**src/rtl/gf_exp_ctrl_if.sv**
```systemverilog
// Host-side request/response bundle for gf_exp_ctrl.
//   start    : request strobe, taken only while the sequencer is idle
//   base     : field element (latched on accept)
//   exponent : exponent (latched on accept)
//   poly     : reduction polynomial, low coefficients only (latched on accept)
//   busy     : sequencer is not idle
//   done     : one-cycle pulse, result valid
//   result   : base^exponent mod poly, held until the next done
// master = host side, slave = sequencer side.
interface gf_exp_ctrl_if #(
  parameter int DATA_WIDTH = 32,
  parameter int EXP_WIDTH  = 32
);
  logic                  start;
  logic [DATA_WIDTH-1:0] base;
  logic [EXP_WIDTH-1:0]  exponent;
  logic [DATA_WIDTH-1:0] poly;
  logic                  busy;
  logic                  done;
  logic [DATA_WIDTH-1:0] result;

  modport master (
    output start, base, exponent, poly,
    input  busy, done, result
  );

  modport slave (
    input  start, base, exponent, poly,
    output busy, done, result
  );
endinterface

```
**src/rtl/gf_exp_ctrl.sv**
```systemverilog
// GF(2^DATA_WIDTH) exponentiation sequencer (left-to-right square-and-multiply).
// Drives an external combinational carry-less multiplier in multiply mode and
// reduces each 2W-bit product one coefficient per cycle.
// Ports:
//   clk, rst_n       : clock (rising edge), asynchronous active-low reset
//   host             : request/response bundle (gf_exp_ctrl_if.slave)
//   u_sum_funct      : datapath mode select, tied 0 (multiply)
//   u_exp_funct      : datapath mode select, tied 0
//   u_carry_option   : datapath carry select, tied 0 (carry-less)
//   u_a, u_b         : datapath operands, registered; 0 outside SQR/MUL
//   u_mult_out       : 2W-bit carry-less product from the datapath
//
// state | meaning
// IDLE  | waiting for start
// SQR   | u_a=u_b=acc, capture product
// RED_S | reduce squared product, one coefficient per cycle
// MUL   | u_a=acc, u_b=base, capture product
// RED_M | reduce multiplied product, one coefficient per cycle
// DONE  | done pulse, result valid
module gf_exp_ctrl #(
  parameter int DATA_WIDTH = 32,
  parameter int EXP_WIDTH  = 32
) (
  input  logic                    clk,
  input  logic                    rst_n,
  gf_exp_ctrl_if.slave            host,
  output logic                    u_sum_funct,
  output logic                    u_exp_funct,
  output logic                    u_carry_option,
  output logic [DATA_WIDTH-1:0]   u_a,
  output logic [DATA_WIDTH-1:0]   u_b,
  input  logic [2*DATA_WIDTH-1:0] u_mult_out
);

  localparam int J_W = $clog2(2 * DATA_WIDTH);
  localparam int I_W = (EXP_WIDTH > 1) ? $clog2(EXP_WIDTH) : 1;

  localparam logic [J_W-1:0]        J_TOP = J_W'(2 * DATA_WIDTH - 2);
  localparam logic [J_W-1:0]        J_LOW = J_W'(DATA_WIDTH);
  localparam logic [I_W-1:0]        I_TOP = I_W'(EXP_WIDTH - 1);
  localparam logic [DATA_WIDTH-1:0] ONE   = DATA_WIDTH'(1);

  typedef enum logic [2:0] {
    IDLE  = 3'd0,
    SQR   = 3'd1,
    RED_S = 3'd2,
    MUL   = 3'd3,
    RED_M = 3'd4,
    DONE  = 3'd5
  } state_t;

  state_t                  state;
  logic [DATA_WIDTH-1:0]   acc;
  logic [2*DATA_WIDTH-1:0] prod;
  logic [I_W-1:0]          i;
  logic [J_W-1:0]          j;
  logic [DATA_WIDTH-1:0]   base_r;
  logic [EXP_WIDTH-1:0]    exp_r;
  logic [DATA_WIDTH-1:0]   poly_r;

  logic                    busy_q;
  logic                    done_q;
  logic [DATA_WIDTH-1:0]   result_q;

  logic [2*DATA_WIDTH-1:0] poly_full;
  logic [2*DATA_WIDTH-1:0] red_prod;
  logic [DATA_WIDTH-1:0]   red_lo;

  assign u_sum_funct    = 1'b0;
  assign u_exp_funct    = 1'b0;
  assign u_carry_option = 1'b0;

  assign host.busy   = busy_q;
  assign host.done   = done_q;
  assign host.result = result_q;

  // One reduction step: cancel coefficient j with x^(j-W) * (x^W + poly).
  always_comb begin
    poly_full                 = '0;
    poly_full[DATA_WIDTH:0]   = {1'b1, poly_r};
    red_prod                  = prod;
    if (prod[j]) begin
      red_prod = prod ^ (poly_full << (j - J_LOW));
    end
    red_lo = red_prod[DATA_WIDTH-1:0];
  end

  always_ff @(posedge clk or negedge rst_n) begin
    if (!rst_n) begin
      state    <= IDLE;
      busy_q   <= 1'b0;
      done_q   <= 1'b0;
      result_q <= '0;
      u_a      <= '0;
      u_b      <= '0;
      acc      <= '0;
      prod     <= '0;
      i        <= '0;
      j        <= '0;
      base_r   <= '0;
      exp_r    <= '0;
      poly_r   <= '0;
    end else begin
      case (state)
        IDLE: begin
          done_q <= 1'b0;
          if (host.start) begin
            base_r <= host.base;
            exp_r  <= host.exponent;
            poly_r <= host.poly;
            acc    <= ONE;
            i      <= I_TOP;
            // operands are registered, so load them for the coming SQR now
            u_a    <= ONE;
            u_b    <= ONE;
            busy_q <= 1'b1;
            state  <= SQR;
          end
        end

        SQR, MUL: begin
          prod  <= u_mult_out;
          j     <= J_TOP;
          u_a   <= '0;
          u_b   <= '0;
          state <= (state == SQR) ? RED_S : RED_M;
        end

        RED_S, RED_M: begin
          prod <= red_prod;
          if (j == J_LOW) begin
            acc <= red_lo;
            if (state == RED_S && exp_r[i]) begin
              u_a   <= red_lo;
              u_b   <= base_r;
              state <= MUL;
            end else if (i == '0) begin
              // result and done are presented together for the DONE cycle
              result_q <= red_lo;
              done_q   <= 1'b1;
              state    <= DONE;
            end else begin
              i     <= i - 1'b1;
              u_a   <= red_lo;
              u_b   <= red_lo;
              state <= SQR;
            end
          end else begin
            j <= j - 1'b1;
          end
        end

        DONE: begin
          done_q <= 1'b0;
          busy_q <= 1'b0;
          state  <= IDLE;
        end

        default: begin
          busy_q <= 1'b0;
          done_q <= 1'b0;
          u_a    <= '0;
          u_b    <= '0;
          state  <= IDLE;
        end
      endcase
    end
  end

endmodule

```
**src/flat_wrapper.sv**
```systemverilog
// flat-port wrapper written by rule: the top's interface ports become plain ports
module gf_exp_ctrl_flat 
#(
  parameter int DATA_WIDTH = 32,
  parameter int EXP_WIDTH  = 32
)
  (clk, rst_n, u_sum_funct, u_exp_funct, u_carry_option, u_a, u_b, u_mult_out, host_start, host_base, host_exponent, host_poly, host_busy, host_done, host_result);
  gf_exp_ctrl_if #(.DATA_WIDTH(DATA_WIDTH), .EXP_WIDTH(EXP_WIDTH)) host_i ();
  input  logic clk;
  input  logic rst_n;
  output logic u_sum_funct;
  output logic u_exp_funct;
  output logic u_carry_option;
  output logic [DATA_WIDTH-1:0] u_a;
  output logic [DATA_WIDTH-1:0] u_b;
  input  logic [2*DATA_WIDTH-1:0] u_mult_out;
  input wire logic [$bits(host_i.start)-1:0] host_start;
  input wire logic [$bits(host_i.base)-1:0] host_base;
  input wire logic [$bits(host_i.exponent)-1:0] host_exponent;
  input wire logic [$bits(host_i.poly)-1:0] host_poly;
  output wire logic [$bits(host_i.busy)-1:0] host_busy;
  output wire logic [$bits(host_i.done)-1:0] host_done;
  output wire logic [$bits(host_i.result)-1:0] host_result;
  assign host_i.start = host_start;
  assign host_i.base = host_base;
  assign host_i.exponent = host_exponent;
  assign host_i.poly = host_poly;
  assign host_busy = host_i.busy;
  assign host_done = host_i.done;
  assign host_result = host_i.result;
  gf_exp_ctrl #(.DATA_WIDTH(DATA_WIDTH), .EXP_WIDTH(EXP_WIDTH)) u_core (.clk(clk), .rst_n(rst_n), .host(host_i), .u_sum_funct(u_sum_funct), .u_exp_funct(u_exp_funct), .u_carry_option(u_carry_option), .u_a(u_a), .u_b(u_b), .u_mult_out(u_mult_out));
endmodule
```
**config.mk**
```make
export PLATFORM = sky130hd
export DESIGN_NAME = gf_exp_ctrl_flat
export DESIGN_NICKNAME = d
export VERILOG_FILES = /design/src/rtl/gf_exp_ctrl_if.sv /design/src/rtl/gf_exp_ctrl.sv /design/src/flat_wrapper.sv
export SDC_FILE = /design/constraint.sdc
export NUM_CORES = 1
export LEC_CHECK = 0
export CAP_MARGIN = 20
export CORE_MARGIN = 3
export CORE_UTILIZATION = 45
export CTS_CLUSTER_DIAMETER = 40
export DETAILED_ROUTE_END_ITERATION = 10
export PLACE_DENSITY = 0.72
export SYNTH_ARGS = -nofsm -noshare
export SYNTH_HDL_FRONTEND = slang
export SYNTH_SLANG_ARGS = --single-unit
```
**constraint.sdc**
```tcl
create_clock -name clk -period 2.56 [get_ports clk]
set_input_delay 0.512 -clock clk [delete_from_list [all_inputs] [get_ports clk]]
set_output_delay 0.512 -clock clk [all_outputs]
set_load 0.03 [all_outputs]
```
# Word level (Yosys, flattened, before mapping)
# Cells that the tools add are included.
[totals] register_bits=272 inputBits=163 out_inout_bits=101 word_cells=88
[classes] add_sub_neg=3 magnitude_cmp=2 n_eq_ne=14 shifts=1 muxes=33 bitwise_logic=5 n_reduce_logical=17
[ops] cell="two-way mux 32 bit" count=6
[ops] cell="one-hot mux 32 bit (3 select lines)" count=2
[ops] cell="one-hot mux 64 bit (2 select lines)" count=1
[ops] cell="two-way mux 64 bit" count=1
[ops] cell="left shift 33 x 6 -> 64 bit" count=1
[ops] cell="XOR 64 bit" count=1
[ops] cell="two-way mux 5 bit" count=4
[ops] cell="two-way mux 3 bit" count=5
[ops] cell="one-hot mux 6 bit (2 select lines)" count=1
[ops] cell="AND reduction 4 bit" count=3
[ops] cell="one-hot mux 5 bit (2 select lines)" count=1
[ops] cell="AND reduction 2 bit" count=5
[ops] cell="one-hot mux 3 bit (3 select lines)" count=1
[ops] cell="inequality test 2 bit (second input constant)" count=4
[ops] cell="< comparator 6 x 7 -> 1 bit (second input constant)" count=1
[ops] cell="binary-select mux 1 bit (select 6 bit)" count=1
[ops] cell="== test 3 x 2 -> 1 bit (second input constant)" count=2
[ops] cell="== test 3 bit (second input constant)" count=2
[ops] cell="== test 6 bit (second input constant)" count=1
[ops] cell="< comparator 5 x 6 -> 1 bit (second input constant)" count=1
[ops] cell="two-way mux 1 bit" count=6
[ops] cell="two-way mux 6 bit" count=1
[ops] cell="inequality test 2 x 1 -> 1 bit (second input constant)" count=3
[ops] cell="subtractor 6 x 1 -> 6 bit (second input constant)" count=1
[ops] cell="other kinds (14)" count=20

# Longest topological paths before layout
[logic_depth] ltp_word=8 mapped_depth=13

# Worst setup path after synthesis
# OpenSTA, ideal clock, no wires.
[synth_path] path_type="flip-flop to flip-flop" startpoint="register u_core.i[1]" endpoint="register u_core.result_q[12], in the netlist u_core.host.result[12]" arrival_ns=2.438 required_ns=2.435 path_slack_ns=-0.003 path_stages_with_launch=10 cell_sequence="dfrtp_1 buf_6 mux4_2 a21oi_1 a21oi_1 a211o_1 or3_1 buf_2 buf_6 mux2_4"
[synth_between] elab_chain_cells=5 elab_cells_between_ends=6 classes_between="mux (2); bitwise (1); reduce/logical (3)"
[synth_lines] element="start, declared" line_no="gf_exp_ctrl.sv:55" text="logic [I_W-1:0] i;"
[synth_lines] element="start signal, assigned" line_no="gf_exp_ctrl.sv:143" text="i <= i - 1'b1;"
[synth_lines] element="binary-select mux 1 bit (select 5 bit)" line_no="gf_exp_ctrl.sv:133" text="if (state == RED_S && exp_r[i]) begin"
[synth_lines] element="two-way mux 1 bit (implied by the code)" line_no="gf_exp_ctrl.sv:133"
[synth_lines] element="logical AND 1 bit" line_no="gf_exp_ctrl.sv:133"
[synth_lines] element="inverter 1 bit (no line)"
[synth_lines] element="AND reduction 4 bit (no line) (*)"
[synth_lines] element="end signal, assigned" line_no="gf_exp_ctrl.sv:139" text="result_q <= red_lo;"
[synth_lines] element="end, declared" line_no="gf_exp_ctrl.sv:63" text="logic [DATA_WIDTH-1:0] result_q;"
# Mark *: on every way between the ends. The rest lies on a longest branch, timed or not. The select of a mux whose other input is x is not followed.
# A chain may end at the register's enable or synchronous reset.

# Final worst setup path
[layout_path] startpoint="register u_core.j[0]" endpoint="register u_core.prod[39]"
[layout_between] elab_chain_cells=5 elab_cells_between_ends=9 classes_between="add/sub (1); eq/ne (1); shift (1); mux (4); bitwise (1); reduce/logical (1)"
[layout_lines] element="start, declared" line_no="gf_exp_ctrl.sv:56" text="logic [J_W-1:0] j;"
[layout_lines] element="start signal, assigned" line_no="gf_exp_ctrl.sv:149" text="j <= j - 1'b1;"
[layout_lines] element="subtractor 6 bit" line_no="gf_exp_ctrl.sv:83" text="red_prod = prod ^ (poly_full << (j - J_LOW));"
[layout_lines] element="left shift 33 x 6 -> 64 bit" line_no="gf_exp_ctrl.sv:83"
[layout_lines] element="XOR 64 bit" line_no="gf_exp_ctrl.sv:83"
[layout_lines] element="two-way mux 64 bit" line_no="gf_exp_ctrl.sv:82" text="if (prod[j]) begin"
[layout_lines] element="one-hot mux 64 bit (2 select lines)" line_no="gf_exp_ctrl.sv:104" text="case (state)"
[layout_lines] element="end signal, assigned" line_no="gf_exp_ctrl.sv:122" text="prod <= u_mult_out;"
[layout_lines] element="end signal, assigned" line_no="gf_exp_ctrl.sv:130" text="prod <= red_prod;"
[layout_lines] element="end, declared" line_no="gf_exp_ctrl.sv:54" text="logic [2*DATA_WIDTH-1:0] prod;"
# Parallel ways exist; a longest one is shown, timed or not. The select of a mux whose other input is x is not followed.

==> flow_summary.json <==
{
  "worst_ir_drop_vdd_v": 0.000939,
  "num_vias": 15500,
  "grt_pass1_wl_mm": 92.4,
  "vias_per_cell": 6.28,
  "start_util_pct": 46.4,
  "htreeDepth": 2,
  "num_rows": 67,
  "grt_pass1_vias": 15261,
  "r2r_cells": 12,
  "yosys.area.top_type_share_pct": 43.1,
  "crit_type": "register to register",
  "cp-end-kind": "register",
  "max_freq_ghz": 0.361,
  "synth_most_common_cell": "dfrtp_1",
  "required_ps": 2980,
  "synth_top_area_cell": "dfrtp_1",
  "core_area_um2": 34000,
  "fp.dieW_um": 193,
  "nets": 2151,
  "cts_max_path_buffers": 3,
  "regToRegStartpoint": "u_core.j[0]$_DFFE_PN0P_",
  "synth_edf_count": 0,
  "clock_latency_ps": 550,
  "drv_slew": 0,
  "arrival_ps": 3190,
  "yosysWarnings": 0,
  "syn-mean-instance-area_um2": 10.6,
  "grt_max_degree": 67,
  "fin_area_um2": 24100,
  "fin_hold_ws_ps": 482,
  "die_h_um": 193,
  "ios": 264,
  "start_kind": "register",
  "yosysUniqueCellTypes": 89,
  "place.detailed.hpwl_mm": 42.3,
  "drtPass1Iterations": 6,
  "max_cap_viol_count": 0,
  "hold_viol": 0,
  "setup_violations": 146,
  "numPortBuffers": 260,
  "cts_tree": "done",
  "hold_class": "register to register",
  "wl_per_cell_um": 25.4,
  "fin_cells": 2469,
  "ys_top_cells_by_area": "dfrtp_1 (43%), mux2_2 (9.4%), mux4_2 (6.7%)",
  "async_flop_share_pct": 100,
  "ys_seq_area_share_pct": 43.1,
  "period_needed_ps": 2770,
  "dpl_cell_area_um2": 20500,
  "synth_ff_type": "dfrtp_1",
  "skew_ps": 22.6,
  "setup_ws_ps": -208,
  "routed_wirelength_mm": 62.8,
  "first_iter_violations": 1690,
  "grt.total_usage_pct": 31.2,
  "clock-sinks": 272,
  "p_leak_nw": 10.3,
  "syn-cell-area_um2": 15800,
  "fillers": 2323,
  "dp.cells": 2321,
  "numCtsBuffers": 42,
  "grt_overflow": 0,
  "fin_crit_sh_pct": 108,
  "clock-root-buffer": "clkbuf_16",
  "worstPathMaxFanout": 15,
  "place_congestion": 1.04,
  "power_density_nw_per_um2": 1560,
  "synth_common_cells": "dfrtp_1 (272), nand2_1 (161), mux2_2 (132)",
  "rrSetupSlack_ps": -210,
  "relSlewSlack_pct": 52.9,
  "status": "finished with violations",
  "startpoint": "u_core.j[0]$_DFFE_PN0P_",
  "die_area_um2": 37400,
  "syn_to_final_growth_pct": 52.6,
  "drt.antenna.violating_nets": 0,
  "clk_pin_slew_ps": 50,
  "post-route-util_pct": 70.9,
  "rsz0062_at_grt": "true",
  "r2r-end": "u_core.prod[39]$_DFFE_PN0P_",
  "postSynthCellCount": 1489,
  "failed_checks": "setup timing",
  "drive_above_1_share_pct": 40.4,
  "synth_seq_cells": 272,
  "crit_path_end": "u_core.prod[39]$_DFFE_PN0P_",
  "p_total_w": 0.0375,
  "antenna_found_initial": 1,
  "drc": 0,
  "worst_pin_slew_ps": 705
}
## power breakdown
part | switching, W | internal [W]
logic | 0.0125 | 0.0115
clock network | 0.00219 | 0.00365
registers | 0.00165 | 0.00611
total | 0.0163 | 0.0212
## how the worst min path moves through the flow
stage / cells after the start / from / to / slack [ps]
2_1_floorplan: 0 / rst_n / u_core.base_r[0]$_DFFE_PN0P_ / 220
3_3_place_gp: 2 / u_core.u_a[5]$_DFFE_PN0P_ / u_core.u_a[5]$_DFFE_PN0P_ / 460
3_5_place_dp: 2 / u_core.u_a[23]$_DFFE_PN0P_ / u_core.u_a[23]$_DFFE_PN0P_ / 470
4_1_cts: 2 / u_core.u_b[10]$_DFFE_PN0P_ / u_core.u_b[10]$_DFFE_PN0P_ / 480
5_1_grt: 2 / u_core.u_a[6]$_DFFE_PN0P_ / u_core.u_a[6]$_DFFE_PN0P_ / 500
6_report: 2 / u_core.u_b[12]$_DFFE_PN0P_ / u_core.u_b[12]$_DFFE_PN0P_ / 480
## timing repair
item                       4_1_cts  5_1_grt
setup endpoints to repair      161      167
pin swaps                       30       52
gates resized for setup        165      189
hold buffers                     1        0
setup buffers                   29       20
hold endpoints to repair        58        0
cloned                          10       10
## per-layer routing
| layer | vias to the layer above | part of all wire (%) | GRT usage, % |
|---|---|---|---|
| met4 | 0 | 4.2 | 10.8 |
| li1 | 6605 | - | - |
| met1 | 7766 | 40 | 42.7 |
| met5 | - | 0 | 0 |
| met2 | 925 | 47 | 50.3 |
| met3 | 204 | 9.1 | 5.62 |
## registers in the layout, indices dropped and copies added (netlist names), 3 cells and up
register and cells:
u_core.prod 64, u_core.base_r 32, u_core.exp_r 32, u_core.host.result 32, u_core.poly_r 32, u_core.u_a 32, u_core.u_b 32, u_core.j 6
u_core.i 5, u_core.state 3
## layout by cell type, fill, tap and decap left out, drive strengths merged, types with 6 or more instances in the layout
cell and n:
clkdlybuf4s50 259, dfrtp 272, xnor2 9, nand4 15, o211ai 24, o31ai 20
a211o 7, o221a 18, nor3 48, a2bb2oi 7, nor2b 7, buf 308
mux2i 52, a21oi 87, nor2 55, nand3 19, clkinvlp 9, mux2 137
nand2 162, a31oi 7, o21a 6, and3 8, clkbuf 61, o41ai 6
a221oi 10, inv 21, o22a 7, a211oi 12, a22oi 36, o211a 6
mux4 47, xor2 26, a21o 9, clkinv 12, o21ai 131, o22ai 14
## kinds of logic (layout without fill, tap and decap cells)
group | after synthesis | after routing | synth area share [%]
DFF | 272 | 272 | 43.1
AOI/OAI and AO/OA | 445 | 445 | 19.7
adders and majority gates | 3 | 3 | 0.238
buffers and inverters | 150 | 677 | 4.90
other | 1 | 6 | 0.0237
and+or+nand+nor | 347 | 347 | 10.0
muxes | 236 | 236 | 19.8
xor gates and xnor gates | 35 | 35 | 2.22
## stage by stage
step | setup TNS, ps | setup slack [ps]
after floorplan | 0 | 5.72
after global placement | -29590 | -332
after detailed placement | -30450 | -337
after CTS | -12960 | -169
after global routing | -27410 | -301
final | -16870 | -208
## final cells by class
type | instances | area [um2] | area share, %
Multi-Input combinational cell | 1069 | 9370 | 38.8
Sequential cell | 272 | 6810 | 28.3
Timing Repair Buffer | 578 | 5840 | 24.2
Clock buffer | 53 | 1160 | 4.82
Tap cell | 448 | 561 | 2.32
Clock inverter | 24 | 277 | 1.15
Inverter | 22 | 82.6 | 0.342
Antenna cell | 3 | 7.51 | 0.0311
## worst max-delay path, stage by stage, from the launching register on
cell,delay (ps)
dfrtp_2,400
buf_12,170
buf_4,120
mux4_2,510
mux2_4,310
buf_4,170
mux2i_4,160
buf_4,130
o22ai_1,70
a31oi_2,220
buf_4,170
a21oi_1,70
o221a_2,130
(Power assumes the default switching activity.)
